File: src/rtl/arb_pkg.sv
// Shared types and default widths for the cacheline memory arbiter.
// Both caches use this port to memory.
package arb_pkg;

  localparam int ADDR_W = 32;
  localparam int LINE_W = 256;

  typedef enum logic [2:0] {
    ST_IDLE   = 3'd0,
    ST_I_RD   = 3'd1,
    ST_D_RD   = 3'd2,
    ST_D_WR   = 3'd3,
    ST_I_DONE = 3'd4,
    ST_D_DONE = 3'd5
  } arb_state_t;

  typedef enum logic {
    GRANT_I = 1'b0,
    GRANT_D = 1'b1
  } grant_t;

endpackage

File: src/rtl/rr_pick2.sv
// Two-way round-robin picker. This block is combinational only.
// The arbiter holds last_grant and updates it when it commits a grant.
module rr_pick2
  import arb_pkg::*;
(
  input  logic   req_i,
  input  logic   req_d,
  input  grant_t last_grant,
  output grant_t grant,
  output logic   valid
);

  always_comb begin
    // NOTE: every output gets a default first so no path leaves it unassigned (no latch).
    valid = req_i | req_d;
    grant = GRANT_I;
    if (req_i && req_d) begin
      grant = (last_grant == GRANT_I) ? GRANT_D : GRANT_I;
    end else if (req_d) begin
      grant = GRANT_D;
    end
  end

endmodule

File: src/rtl/cacheline_mem_arbiter.sv
// Lets the I-cache and D-cache miss paths share one memory cacheline port.
// It handles one transaction at a time and grants round-robin when both caches request.
module cacheline_mem_arbiter
  import arb_pkg::*;
#(
  parameter int ADDR_W = arb_pkg::ADDR_W,
  parameter int LINE_W = arb_pkg::LINE_W
) (
  input  logic              clk,
  input  logic              rst_n,
  input  logic              i_read,
  input  logic [ADDR_W-1:0] i_addr,
  output logic [LINE_W-1:0] i_rdata,
  output logic              i_resp,
  input  logic              d_read,
  input  logic              d_write,
  input  logic [ADDR_W-1:0] d_addr,
  input  logic [LINE_W-1:0] d_wdata,
  output logic [LINE_W-1:0] d_rdata,
  output logic              d_resp,
  output logic              mem_read,
  output logic              mem_write,
  output logic [ADDR_W-1:0] mem_addr,
  output logic [LINE_W-1:0] mem_wdata,
  input  logic [LINE_W-1:0] mem_rdata,
  input  logic              mem_resp
);

  arb_state_t        state_q, state_d;
  grant_t            last_grant_q, last_grant_d;
  logic [ADDR_W-1:0] addr_q, addr_d;
  logic [LINE_W-1:0] wdata_q, wdata_d;
  logic [LINE_W-1:0] i_rdata_q, i_rdata_d;
  logic [LINE_W-1:0] d_rdata_q, d_rdata_d;

  grant_t pick_grant;
  logic   pick_valid;

  rr_pick2 u_pick (
    .req_i      (i_read),
    .req_d      (d_read | d_write),
    .last_grant (last_grant_q),
    .grant      (pick_grant),
    .valid      (pick_valid)
  );

  always_comb begin
    state_d      = state_q;
    last_grant_d = last_grant_q;
    addr_d       = addr_q;
    wdata_d      = wdata_q;
    i_rdata_d    = i_rdata_q;
    d_rdata_d    = d_rdata_q;

    unique case (state_q)
      ST_IDLE: begin
        if (pick_valid) begin
          last_grant_d = pick_grant;
          if (pick_grant == GRANT_I) begin
            state_d = ST_I_RD;
            addr_d  = i_addr;
          end else begin
            addr_d = d_addr;
            // A simultaneous read and write is illegal. The write takes priority.
            if (d_write) begin
              state_d = ST_D_WR;
              wdata_d = d_wdata;
            end else begin
              state_d = ST_D_RD;
            end
          end
        end
      end
      ST_I_RD: begin
        if (mem_resp) begin
          i_rdata_d = mem_rdata;
          state_d   = ST_I_DONE;
        end
      end
      ST_D_RD: begin
        if (mem_resp) begin
          d_rdata_d = mem_rdata;
          state_d   = ST_D_DONE;
        end
      end
      ST_D_WR: begin
        if (mem_resp) state_d = ST_D_DONE;
      end
      ST_I_DONE, ST_D_DONE: state_d = ST_IDLE;
      default:              state_d = ST_IDLE;
    endcase
  end

  always_ff @(posedge clk or negedge rst_n) begin
    if (!rst_n) begin
      state_q      <= ST_IDLE;
      last_grant_q <= GRANT_I;
      addr_q       <= '0;
      wdata_q      <= '0;
      i_rdata_q    <= '0;
      d_rdata_q    <= '0;
    end else begin
      // NOTE: state uses non-blocking assignments so every register updates from pre-edge values.
      state_q      <= state_d;
      last_grant_q <= last_grant_d;
      addr_q       <= addr_d;
      wdata_q      <= wdata_d;
      i_rdata_q    <= i_rdata_d;
      d_rdata_q    <= d_rdata_d;
    end
  end

  // Outputs decode the state register and latches directly, so reset clears them at once.
  assign mem_read  = (state_q == ST_I_RD) || (state_q == ST_D_RD);
  assign mem_write = (state_q == ST_D_WR);
  assign mem_addr  = addr_q;
  assign mem_wdata = wdata_q;
  assign i_resp    = (state_q == ST_I_DONE);
  assign d_resp    = (state_q == ST_D_DONE);
  assign i_rdata   = i_rdata_q;
  assign d_rdata   = d_rdata_q;

  a_d_rw_exclusive: assert property (@(posedge clk) disable iff (!rst_n)
    !(d_read && d_write))
    else $error("d_read and d_write asserted together; write granted");

  a_resp_in_txn: assert property (@(posedge clk) disable iff (!rst_n)
    mem_resp |-> (state_q inside {ST_I_RD, ST_D_RD, ST_D_WR}))
    else $warning("mem_resp with no transaction outstanding; ignored");

endmodule
File: config.mk
export PLATFORM = sky130hd
export DESIGN_NAME = cacheline_mem_arbiter
export DESIGN_NICKNAME = d
export VERILOG_FILES = /design/src/rtl/arb_pkg.sv /design/src/rtl/rr_pick2.sv /design/src/rtl/cacheline_mem_arbiter.sv
export SDC_FILE = /design/constraint.sdc
export NUM_CORES = 1
export LEC_CHECK = 0
export ABC_AREA = 0
export CAP_MARGIN = 20
export CORE_AREA = 4 4 531 533
export DETAILED_ROUTE_END_ITERATION = 8
export DIE_AREA = 0 0 535 537
export PLACE_DENSITY = 0.31
export SLEW_MARGIN = 20
export SYNTH_ARGS = -nofsm -noshare
export SYNTH_HDL_FRONTEND = slang
export SYNTH_HIERARCHICAL = 1
export SYNTH_SLANG_ARGS = --single-unit
File: constraint.sdc
create_clock -name clk -period 2.85 [get_ports clk]
set_clock_uncertainty 0.1 [all_clocks]
set_input_delay 0.285 -clock clk [delete_from_list [all_inputs] [get_ports clk]]
set_output_delay 0.285 -clock clk [all_outputs]
set_load 0.02 [all_outputs]
After elaboration in Yosys (flattened, before gate mapping) --
Cells that the tools add are included. W data, S select, Z words.
Operators by class: bitwise logic cells 2, reductions and logical operators 9, equality and inequality tests 8, multiplexer cells 10
Operator list (number):
- $mux W32 | 1
- $mux W3 | 3
- $pmux W3 S3 | 1
- $eq A3 B2 Y1 const B | 2
- $eq A3 B3 Y1 const B | 2
- $reduce_and A2 Y1 | 3
- $mux W1 | 4
- $ne A2 B2 Y1 const B | 2
- $reduce_and A4 Y1 | 1
- $eq A3 B1 Y1 const B | 1
- $logic_not A3 Y1 | 1
- $reduce_and A3 Y1 | 1
- $mux W2 | 1
- $ne A2 B1 Y1 const B | 1
- $or A1 B1 Y1 | 2
- $reduce_or A2 Y1 | 1
- $logic_and A1 B1 Y1 | 1
- $logic_or A1 B1 Y1 | 1
Storage, ports and cells: register bits 804, input port bits 582

Longest topological paths before layout --
Gate-level depths: netlist of the first run.
depth after elaboration 6, gate-level depth with buffers 8, depth with buffers taken out 5

Modules after synthesis --
Netlist of the first run, hierarchy kept.
By module, submodules not included:
- cacheline_mem_arbiter | instances 1, cells an instance 1788, area an instance 30072.6 µm²
- rr_pick2 | instances 1, cells an instance 2, area an instance 13.8 µm²

Least setup slack after synthesis of the first run --
No wires, ideal clock.
path type in2reg, start point input d_write, end point register wdata_q[100], in the netlist mem_wdata[100], path slack 788 ps, buffers on the path 3, cell stages on the path 8, data arrival time 1835 ps, path through or2_2 -> or2_1 -> nor4b_4 -> and3_1 -> buf_2 -> buf_4 -> buf_4 -> mux2_1
Between the ends: elaborated cells between the ends (all ways) 6
RTL lines:
- from (decl) | line cacheline_mem_arbiter.sv:16 | input logic d_write,
- $or A1 B1 Y1 | line cacheline_mem_arbiter.sv:41 | .req_d (d_read | d_write),
- $or A1 B1 Y1 | line rr_pick2.sv:15 | valid = req_i | req_d;
- via pick_valid | line cacheline_mem_arbiter.sv:37 | logic pick_valid;
- $reduce_and A4 Y1 (no source line)
- to (signal assigned) | line cacheline_mem_arbiter.sv:107 | wdata_q <= wdata_d;
- to (decl) | line cacheline_mem_arbiter.sv:32 | logic [LINE_W-1:0] wdata_q, wdata_d;
The timed path passes the listed nets, and every way through them passes these cells. A chain may end at the register's enable or synchronous reset.

Worst setup path after layout of the first run --
start point register state_q[1], end point output mem_read
Between the ends: word-level cells in the longest chain between the ends 2, elaborated cells between the ends (all ways) 3
RTL lines:
- from (decl) | line cacheline_mem_arbiter.sv:29 | arb_state_t state_q, state_d;
- from (signal assigned) | line cacheline_mem_arbiter.sv:104 | state_q <= state_d;
- $eq A3 B1 Y1 / $eq A3 B2 Y1 (equally long branches) | line cacheline_mem_arbiter.sv:114 | assign mem_read = (state_q == ST_I_RD) || (state_q == ST_D_RD);
- $logic_or A1 B1 Y1 * | line cacheline_mem_arbiter.sv:114
- to (decl) | line cacheline_mem_arbiter.sv:21 | output logic mem_read,
Every way passes the cells marked *; elsewhere a longest branch is shown, timed or not.

==> results of run 1 <==
[cell type report]
| type | instances | area, sq um | share of cell area [%] |
|---|---|---|---|
| Inverter | 3 | 11.26 | 0.01954 |
| Timing Repair Buffer | 1961 | 19870 | 34.49 |
| Antenna cell | 27 | 67.56 | 0.1173 |
| Tap cell | 3705 | 4636 | 8.045 |
| Sequential cell | 804 | 20120 | 34.92 |
| Clock buffer | 170 | 3223 | 5.593 |
| Multi-Input combinational cell | 885 | 9433 | 16.37 |
| Clock inverter | 18 | 260.3 | 0.4516 |
[through the flow]
| stage | util, % | worst slack (ps) | total power, W |
|---|---|---|---|
| 2_1_floorplan | - | 787.5 | 0.03446 |
| 3_3_place_gp | 17.81 | 38.24 | 0.05485 |
| 3_5_place_dp | 17.81 | 54.20 | 0.05479 |
| 4_1_cts | 20.82 | 96.23 | 0.07011 |
| 5_1_grt | 20.83 | 101.8 | 0.07178 |
| 6_report | 20.84 | 248.8 | 0.06812 |
[per-layer routing]
metal,GRT usage (%),up-vias
met5,0,-
met2,21.49,1095
met4,2.934,42
met3,5.232,248
met1,14.90,11730
li1,-,10340
[worst max-delay path: stages, from the launching register on]
cell             delay, ps
dfrtp_1                510
xnor2_1                190
nor2_1                 120
clkdlybuf4s50_1        640
[worst min path at each step]
stage | start | endpoint | slack (ps) | depth (start not counted)
floorplan | rst_n | d_rdata[0] | -110 | 0
global placement | rst_n | mem_addr[30] | 260 | 1
detailed placement | rst_n | mem_addr[21] | 260 | 1
CTS | d_wdata[222] | mem_wdata[222] | 0.7 | 2
global route | d_wdata[222] | mem_wdata[222] | 30 | 2
finish | d_wdata[57] | mem_wdata[57] | 80 | 2
[cells by family (layout without fill, tap and decap cells)]
kind of cell              count (synthesis)  count (layout)  share of synthesized area [%]
DFF                                     804             804                          66.87
muxes                                   801             801                          29.84
buffers and inverters                   101            2152                          1.876
and+or+nand+nor                          46              46                         0.7569
AOI/OAI and AO/OA                        37              37                         0.6238
xor gates and xnor gates                  1               1                        0.02912
other                                     0              27                              0
[synthesized netlist by cell type (3+ instances only)]
cell / count / area [sq um]
a21oi_1: 32 / 160.2
mux2_2: 568 / 6396
mux2i_1: 33 / 330.3
nor2_1: 35 / 131.4
mux2_1: 200 / 2252
inv_1: 3 / 11.26
buf_4: 31 / 232.7
o21ai_0: 4 / 20.02
nor3b_1: 3 / 22.52
clkbuf_1: 7 / 26.28
buf_1: 5 / 18.77
dfrtp_1: 804 / 20120
buf_2: 54 / 270.3
[state kept, by name, summed over array words and instances, names as in the netlist]
name          count
state_q           3
i_rdata         256
mem_addr         32
d_rdata         256
last_grant_q      1
mem_wdata       256
[power groups by stage]
stage                     Clock [W]  Combinational, W  Sequential [W]
after CTS                    0.0145            0.0346          0.0210
after floorplan                   0           0.00713          0.0273
after global routing         0.0148            0.0353          0.0217
after detailed placement          0            0.0337          0.0210
final                        0.0137            0.0336          0.0208
after global placement            0            0.0338          0.0210
[what timing repair did]
action | CTS | global route
hold buffers | 481 | 0
setup endpoints to repair | 3 | 0
endpoints found under the hold margin | 1349 | 0
resized for setup | 3 | 0
==> impl_metrics.py, run 1 <==
metrics = {
    "outcome": {
        "outcome": "complete, no violations",
    },
    "pwr": {
        "pwr_density_cell_nw_per_um2": 1182,
        "clkPwrFrac_pct": 20.2,
        "pwr-share-seq_pct": 30.6,
        "swShare_pct": 39.07,
        "power.internal_w": 0.04150,
        "peakVddDrop_mv": 0.5983,
        "p_switching_w": 0.02662,
        "p_leak_nw": 22.67,
        "combinationalPowerShare_pct": 49.3,
    },
    "timing": {
        "rsz0062_at_grt": "false",
        "slew_headroom_pct": 55.74,
        "finalCritPeriodShare_pct": 91.27,
        "finalSetupViolations": 0,
        "worst_slew_pin_slew_ps": 663.9,
        "tns_ps": 0,
        "finalMaxSlewViolations": 0,
        "whs_ps": 83.81,
        "finalHoldViolCount": 0,
        "fmax_ghz": 0.3844,
        "layout_min_cycle_time_ps": 2601,
    },
    "route": {
        "routed_wl_um": 189100,
        "drc": 0,
        "dr_wl_met2_um": 90440,
        "via_count": 23450,
        "wire_per_inst_um": 24.97,
        "top_layer": "met5",
        "antenna_left": 0,
        "wl_met3_um": 18390,
        "wirelength_met1_um": 75510,
        "dr.pass1.iters": 4,
        "drt-initial-drc-count": 614,
        "vias_per_cell": 3.097,
    },
    "floorplan": {
        "die_w_um": 535,
        "die_h_um": 537,
        "num_rows": 193,
        "core-area_sq_um": 276500,
        "initial_utilization_pct": 10.88,
        "dieArea_sq_um": 287300,
        "pin_count": 1386,
    },
    "setup_path": {
        "r2r-end": "d_rdata[231]",
        "cp-start-kind": "register",
        "crit_fanout": 7,
        "rrSetupSlack_ps": 500,
        "startpoint": "state_q[1]",
        "rr_startpoint": "state_q[1]",
        "critPathCaptureType": "primary output",
        "path_class": "reg -> out",
        "worstPathArrival_ps": 2220,
        "setup.worst_path.end": "mem_read",
        "required_ps": 2470,
        "r2r_cells": 6,
    },
    "finish": {
        "layout_common_cells": "clkdlybuf4s50_1, dfrtp_1, mux2_2, dlygate4sd3_1, mux2_1",
        "final_cell_area_sq_um": 57620,
        "drive_above_1_share_pct": 21.37,
        "final_common_cell": "clkdlybuf4s50_1",
        "nFillCells": 29720,
        "area_growth_syn_to_layout_pct": 91.52,
        "fin_nets": 4350,
        "layout.cells.non_filler": 7573,
    },
    "yosys": {
        "synthFlopType": "dfrtp_1",
        "synth.net_count": 2372,
        "async_flop_share_pct": 100.0,
        "synth_area_sq_um": 30090,
        "ys_ff_latch": 804,
        "synth.distinct_cells": 24,
        "synth-seq-area-share_pct": 66.87,
        "synthCells": 1790,
        "syn_area_per_cell_sq_um": 16.81,
        "synth_edf_count": 0,
        "synth_warnings": 6,
    },
    "clocking": {
        "clk_path_buf_depth": 4,
        "clk_latency_ps": 750,
        "htreeDepth": 3,
        "clock-root-buffer": "clkbuf_16",
        "clk_transition_reported_paths_ps": 60,
        "cts_tree": "built",
        "cts_inserted_buffers": 113,
        "cts_setup_buffers": 0,
        "cts_sinks": 804,
    },
    "global_route": {
        "grt_antenna_before_repair": 102,
        "gr-total-overflow": 0,
        "grt_max_degree": 69,
        "grt_pass1_wl_um": 250600,
        "grt_pass1_vias": 26110,
        "track_usage_pct": 12.69,
    },
    "placed_design": {
        "place_hpwl_um": 154900,
        "port_buffers": 1385,
        "gp_congestion": 0.8148,
        "dp.cells": 6877,
        "dpl_cell_area_sq_um": 49250,
    },
    "flow_run": {
        "maxCapViolCount": 0,
    },
    "worst_hold_path": {
        "holdCritPathClass": "in -> reg",
    },
}
(Power assumes the default switching activity.)
==> run 2: changes to the inputs <==
CAP_MARGIN = 10   (was 20)
==> results of run 2 <==
Final layout, timing and power as in run 1 (identical DEF).
